### src/rtl/imem_prefetch_buffer_pkg.sv
// Shared types for the instruction prefetch buffer: FSM states and FIFO entry layout.
// No logic, so no latency.
// No flow control lives here.
package imem_prefetch_buffer_pkg;

  localparam int PF_XLEN = 32;

  typedef enum logic [1:0] {
    PF_IDLE  = 2'd0,
    PF_BUSY  = 2'd1,
    PF_STALE = 2'd2
  } pf_state_e;

  typedef struct packed {
    logic [PF_XLEN-1:0] addr;
    logic [PF_XLEN-1:0] data;
  } pf_entry_t;

  // Word-granular address compare; byte offset bits are ignored.
  function automatic logic word_match(input logic [PF_XLEN-1:0] a,
                                      input logic [PF_XLEN-1:0] b);
    return a[PF_XLEN-1:2] == b[PF_XLEN-1:2];
  endfunction

endpackage

### src/rtl/imem_prefetch_buffer_fifo.sv
// Circular FIFO of {addr,data} prefetch entries with push/pop/clear and a head read port.
// Latency: a push is visible at the head on the next cycle; the head read is combinational.
// Backpressure: none; the caller must never push when full (clear beats push and pop).
module imem_prefetch_buffer_fifo
  import imem_prefetch_buffer_pkg::*;
#(
  parameter int DEPTH = 4
) (
  input  logic                       i_clk,
  input  logic                       i_rst,
  input  logic                       i_push,
  input  logic                       i_pop,
  input  logic                       i_clear,
  input  pf_entry_t                  i_wr_entry,
  output pf_entry_t                  o_head,
  output logic [$clog2(DEPTH+1)-1:0] o_count
);

  localparam int PW = $clog2(DEPTH);
  localparam int CW = $clog2(DEPTH+1);

  pf_entry_t         r_mem [DEPTH];
  logic [PW-1:0]     r_wr_ptr;
  logic [PW-1:0]     r_rd_ptr;
  logic [CW-1:0]     r_count;

  // Entry storage; a clear in the same cycle discards the write.
  always_ff @(posedge i_clk) begin
    if (i_push && !i_clear) begin
      r_mem[r_wr_ptr] <= i_wr_entry;
    end
  end

  // Pointers wrap naturally because DEPTH is a power of two.
  always_ff @(posedge i_clk or posedge i_rst) begin
    if (i_rst) begin
      r_wr_ptr <= '0;
      r_rd_ptr <= '0;
      r_count  <= '0;
    end else if (i_clear) begin
      r_wr_ptr <= '0;
      r_rd_ptr <= '0;
      r_count  <= '0;
    end else begin
      if (i_push) r_wr_ptr <= r_wr_ptr + PW'(1);
      if (i_pop)  r_rd_ptr <= r_rd_ptr + PW'(1);
      case ({i_push, i_pop})
        2'b10:   r_count <= r_count + CW'(1);
        2'b01:   r_count <= r_count - CW'(1);
        default: r_count <= r_count;
      endcase
    end
  end

  assign o_head  = r_mem[r_rd_ptr];
  assign o_count = r_count;

endmodule

### src/rtl/imem_prefetch_buffer.sv
// Sequential instruction prefetcher between the CPU fetch port and a word-wide memory.
// Latency: FIFO hits are served combinationally; misses cost one cycle plus memory latency.
// Backpressure: only one memory request is outstanding; prefetching stops while the FIFO is full.
module imem_prefetch_buffer
  import imem_prefetch_buffer_pkg::*;
#(
  parameter int              XLEN       = PF_XLEN,
  parameter int              DEPTH      = 4,
  parameter logic [XLEN-1:0] RESET_ADDR = '0
) (
  input  logic                       i_clk,
  input  logic                       i_rst,
  input  logic [XLEN-1:0]            i_cpu_addr,
  input  logic                       i_cpu_req,
  output logic [XLEN-1:0]            o_cpu_rdata,
  output logic                       o_cpu_ready,
  input  logic                       i_flush,
  output logic [XLEN-1:0]            o_mem_addr,
  output logic                       o_mem_req,
  input  logic [XLEN-1:0]            i_mem_rdata,
  input  logic                       i_mem_ready,
  output logic [$clog2(DEPTH+1)-1:0] o_fifo_count
);

  localparam int              CW       = $clog2(DEPTH+1);
  localparam logic [CW-1:0]   DEPTH_C  = CW'(DEPTH);
  localparam logic [CW:0]     DEPTH_X  = (CW+1)'(DEPTH);
  localparam logic [XLEN-1:0] WORD_INC = XLEN'(4);

  pf_state_e       r_state;
  logic [XLEN-1:0] r_next_addr;
  logic [XLEN-1:0] r_req_addr;

  pf_entry_t       w_head;
  pf_entry_t       w_wr_entry;
  logic [CW-1:0]   w_count;
  logic [CW:0]     w_count_after;
  logic [XLEN-1:0] w_cpu_word;
  logic            w_empty, w_busy, w_live, w_req_match;
  logic            w_hit, w_bypass, w_pending, w_miss;
  logic            w_push, w_pop, w_clear;

  // A flush suppresses every CPU-side outcome for that cycle.
  assign w_live      = i_cpu_req && !i_flush;
  assign w_empty     = (w_count == '0);
  assign w_busy      = (r_state == PF_BUSY);
  assign w_cpu_word  = i_cpu_addr & ~XLEN'(3);
  assign w_req_match = word_match(r_req_addr, i_cpu_addr);

  assign w_hit     = w_live && !w_empty && word_match(w_head.addr, i_cpu_addr);
  assign w_bypass  = w_live && w_empty && w_busy && i_mem_ready && w_req_match;
  assign w_pending = w_live && w_empty && w_busy && !i_mem_ready && w_req_match;
  assign w_miss    = w_live && !w_hit && !w_bypass && !w_pending;

  // Bypassed words go straight to the CPU; a miss or flush drops this cycle's response.
  assign w_push  = w_busy && i_mem_ready && !w_bypass && !w_miss && !i_flush;
  assign w_pop   = w_hit;
  assign w_clear = w_miss || i_flush;

  assign w_count_after = {1'b0, w_count} + {{CW{1'b0}}, w_push} - {{CW{1'b0}}, w_pop};
  assign w_wr_entry    = '{addr: r_req_addr, data: i_mem_rdata};

  imem_prefetch_buffer_fifo #(.DEPTH(DEPTH)) u_fifo (
    .i_clk      (i_clk),
    .i_rst      (i_rst),
    .i_push     (w_push),
    .i_pop      (w_pop),
    .i_clear    (w_clear),
    .i_wr_entry (w_wr_entry),
    .o_head     (w_head),
    .o_count    (w_count)
  );

  // Request FSM: issue, chain sequential prefetches, and retire stale responses.
  always_ff @(posedge i_clk or posedge i_rst) begin
    if (i_rst) begin
      r_state     <= PF_IDLE;
      r_next_addr <= RESET_ADDR;
      r_req_addr  <= RESET_ADDR;
    end else begin
      case (r_state)
        PF_IDLE: begin
          if (w_miss) begin
            r_req_addr  <= w_cpu_word;
            r_next_addr <= w_cpu_word + WORD_INC;
            r_state     <= PF_BUSY;
          end else if (w_count < DEPTH_C) begin
            r_req_addr  <= r_next_addr;
            r_next_addr <= r_next_addr + WORD_INC;
            r_state     <= PF_BUSY;
          end
        end
        PF_BUSY: begin
          if (i_flush || w_miss) begin
            r_state <= PF_STALE;
            if (w_miss) r_next_addr <= w_cpu_word;
          end else if (i_mem_ready) begin
            if (w_count_after < DEPTH_X) begin
              r_req_addr  <= r_next_addr;
              r_next_addr <= r_next_addr + WORD_INC;
            end else begin
              r_state <= PF_IDLE;
            end
          end
        end
        PF_STALE: begin
          if (w_miss)      r_next_addr <= w_cpu_word;
          if (i_mem_ready) r_state     <= PF_IDLE;
        end
        default: r_state <= PF_IDLE;
      endcase
    end
  end

  assign o_mem_req    = (r_state != PF_IDLE);
  assign o_mem_addr   = r_req_addr;
  assign o_cpu_ready  = w_hit || w_bypass;
  assign o_cpu_rdata  = w_hit ? w_head.data : (w_bypass ? i_mem_rdata : '0);
  assign o_fifo_count = w_count;

endmodule

### config.mk
export PLATFORM = sky130hd
export DESIGN_NAME = imem_prefetch_buffer
export DESIGN_NICKNAME = d
export VERILOG_FILES = /design/src/rtl/imem_prefetch_buffer_pkg.sv /design/src/rtl/imem_prefetch_buffer_fifo.sv /design/src/rtl/imem_prefetch_buffer.sv
export SDC_FILE = /design/constraint.sdc
export NUM_CORES = 1
export LEC_CHECK = 0
export CAP_MARGIN = 0
export CORE_MARGIN = 4
export CORE_UTILIZATION = 50
export DETAILED_ROUTE_END_ITERATION = 7
export GPL_TIMING_DRIVEN = 0
export PLACE_DENSITY = 0.67
export SLEW_MARGIN = 25
export SYNTH_ARGS = -nofsm -noshare
export SYNTH_HDL_FRONTEND = slang
export SYNTH_SLANG_ARGS = --single-unit
### constraint.sdc
create_clock -name i_clk -period 9.1 [get_ports i_clk]
set_clock_uncertainty 0.05 [all_clocks]
set_input_delay 2.73 -clock i_clk [delete_from_list [all_inputs] [get_ports i_clk]]
set_output_delay 2.73 -clock i_clk [all_outputs]
set_load 0.01 [all_outputs]
==> metrics.yaml <==
path_class: "input port to output port"
worstHoldPathType: "flip-flop to flip-flop"
layout-drive-gt1-share_pct: 16.8
tns_ns: 0
cts_buffers: 35
num_io_pins: 138
fmax_ghz: 0.112
fin_cells: 1685
hold_slack_ns: 0.434
max-slew-margin-rel_pct: 37.5
post-dp-hpwl_um: 30300
required_ns: 6.32
yosysWarningCount: 0
worst_slack_ns: 0.161
internal_power_mw: 3.20
clock_sinks: 321
syn-cell-area_um2: 15700
io_buffer_count: 111
switching_share_pct: 33.0
final_util_pct: 60.3
dp.cells: 1623
syn_area_per_cell_um2: 14.1
placed_area_um2: 17400
startpoint_type: "input port"
htree_levels: 2
setup_viol: 0
num_antenna_cells: 0
grt_usage_pct: 24.8
grt_pass1_vias: 10100
finalMaxSlewViolations: 0
cp.buffers_inverters: 5
firstDrtPassIters: 5
synth_nets: 1194
root_buffer: "clkbuf_16"
initialDrtViolationCount: 957
synth_edf_count: 248
tightest_slew_ns: 0.930
min_path_cells: 1
die_w_um: 185
grt_overflow_total: 0
antenna_found_initial: 0
grt_max_degree: 46
nets: 1347
power_mw: 4.77
cp_num_cells: 12
route.antenna.remaining_nets: 0
synth-seq-cells: 321
clkPwrFrac_pct: 28.0
detailedPlace.worstSlack_ns: -0.496
dieHeight_um: 185
crit_family: "buffers and inverters"
crit_slowest_cell: "clkdlybuf4s50_1"
vias: 10300
drt_wl_total_um: 42400
r2r_cells: 23
pwr_density_cell_nw_per_um2: 257
die_area_um2: 34200
rows: 64
rsz0062_at_grt: "false"
status: "finished clean"
initial_core_util_pct: 50.9
p_leak_nw: 6.45
clk_pin_slew_ns: 0.06
final_hold_viol_count: 0
syn_inst: 1111
critPathMaxStageDelay_ns: 0.57
cts_tree: "done"
synth-async-reset-ratio_pct: 22.7
fin_crit_ns: 8.94
area_growth_pct: 18.3
avgViaCountPerCell: 6.11
post_synth_num_cell_types: 71
ys.flop_type: "edfxtp_1"
drc: 0
fillers: 2422
maxCapViolCount: 0
crit_fanout: 10
end_kind: "output port"
clockBufferDepth: 3
p_comb_share_pct: 29.5
design_area_um2: 18500
crit_chain: "clkdlybuf4s50_1 -> clkbuf_2 -> a22o_1 -> o21ai_1 -> nand3_1 -> or3_1 -> nor4_4 -> nand3_1 -> clkinvlp_4 -> buf_4 -> a22o_1 -> clkdlybuf4s50_1"
grt_pass1_wl_um: 63900
worstPathArrival_ns: 6.16
gp_routability_congestion: 0.935
switchingPower_mw: 1.58
seq_power_share_pct: 42.4
irDropWorstVdd_mv: 0.146
post_drt_wl_per_cell_um: 25.1
timing.final.crit_share_pct: 98.2
ys_seq_area_share_pct: 59.2
clk-insertion-delay-late_ns: 0.53
core_um2: 30700
sequential cells by signal, summed over array words and instances, names as in the netlist:
signal and cells:
o_mem_addr 32, u_fifo.r_rd_ptr 2, r_state 2, r_next_addr 32
u_fifo.o_count 3, u_fifo.r_wr_ptr 2, u_fifo.r_mem 248
synthesized netlist by cell type (all sizes together) (18+ instances only):
| cell type | instances | area, um2 |
|---|---|---|
| a22oi | 19 | 143 |
| nand2 | 52 | 198 |
| nand4 | 18 | 113 |
| mux4 | 49 | 1100 |
| mux2 | 64 | 833 |
| xor2 | 48 | 420 |
| mux2i | 32 | 320 |
| o21ai | 30 | 150 |
| a22o | 43 | 377 |
| edfxtp | 248 | 7450 |
| buf | 26 | 168 |
| nor3 | 18 | 90.1 |
| xnor2 | 55 | 482 |
| nand3 | 45 | 225 |
| dfrtp | 73 | 1830 |
| nor2 | 41 | 154 |
| a21oi | 22 | 110 |
| inv | 25 | 93.8 |
| clkbuf | 57 | 214 |
cell usage in the layout (no fill, tap or decap), drive strengths merged, types with 45 or more instances in the layout:
master,n
mux2,64
xnor2,55
nand3,45
clkbuf,98
dfrtp,73
edfxtp,248
clkdlybuf4s50,111
xor2,48
nand2,52
mux4,49
power by group through the flow:
stage | Clock, mW | Combinational [mW] | Sequential (mW)
floorplan | 0 | 0.908 | 1.97
global placement | 0 | 1.37 | 2.04
detailed placement | 0 | 1.38 | 2.05
CTS | 1.36 | 1.39 | 2.02
global route | 1.43 | 1.49 | 2.04
finish | 1.34 | 1.41 | 2.03
worst paths after layout:
path | startpoint | end | slack [ns]
worst min register to register | r_next_addr[0]$_DFFE_PP0P_ | r_next_addr[0]$_DFFE_PP0P_ | 0.43
worst max register to register | u_fifo.r_rd_ptr[0]$_DFFE_PP0P_ | r_next_addr[2]$_DFFE_PP0P_ | 2.82
max in group asynchronous | i_rst | o_mem_addr[0]$_DFFE_PP0P_ | 5.89
min in group asynchronous | i_rst | u_fifo.o_count[1]$_DFFE_PP0P_ | 2.51
worst max-delay path | i_cpu_addr[5] | o_cpu_rdata[22] | 0.16
worst min-delay path | r_next_addr[0]$_DFFE_PP0P_ | r_next_addr[0]$_DFFE_PP0P_ | 0.43
kinds of logic (layout without fill, tap and decap cells):
group | count (synthesis) | after routing | synth area share [%]
buf+inv | 109 | 287 | 3.06
simple gates | 239 | 239 | 7.87
xor+xnor | 103 | 103 | 5.76
compound gates | 180 | 180 | 8.55
flops | 321 | 321 | 59.2
mux | 145 | 145 | 14.4
fa+ha+maj | 14 | 14 | 1.17
layout make-up:
class                   instances  area, um2  area share (%)
inverters                      26        104           0.560
multi-input cells             681       5950            32.1
repair buffers                117       1230            6.65
plain buffers                  82        398            2.15
clock inverters                21        183           0.985
well taps                     396        495            2.67
clock buffers                  41        898            4.85
flip-flops and latches        321       9270            50.0
routing by layer:
metal,track usage (%),vias up,share of wire [%]
met1,35.2,5205,42
met5,0.857,-,0.090
met2,40.4,426,48
met3,3.55,63,7.2
met4,6.72,2,2.6
li1,-,4596,-
timing repair:
action                                  4_1_cts  5_1_grt
gates resized for setup                      11       14
buffers inserted                              0        1
hold buffers                                  0        0
endpoints found under the setup margin       31       31
(Power assumes the default switching activity.)
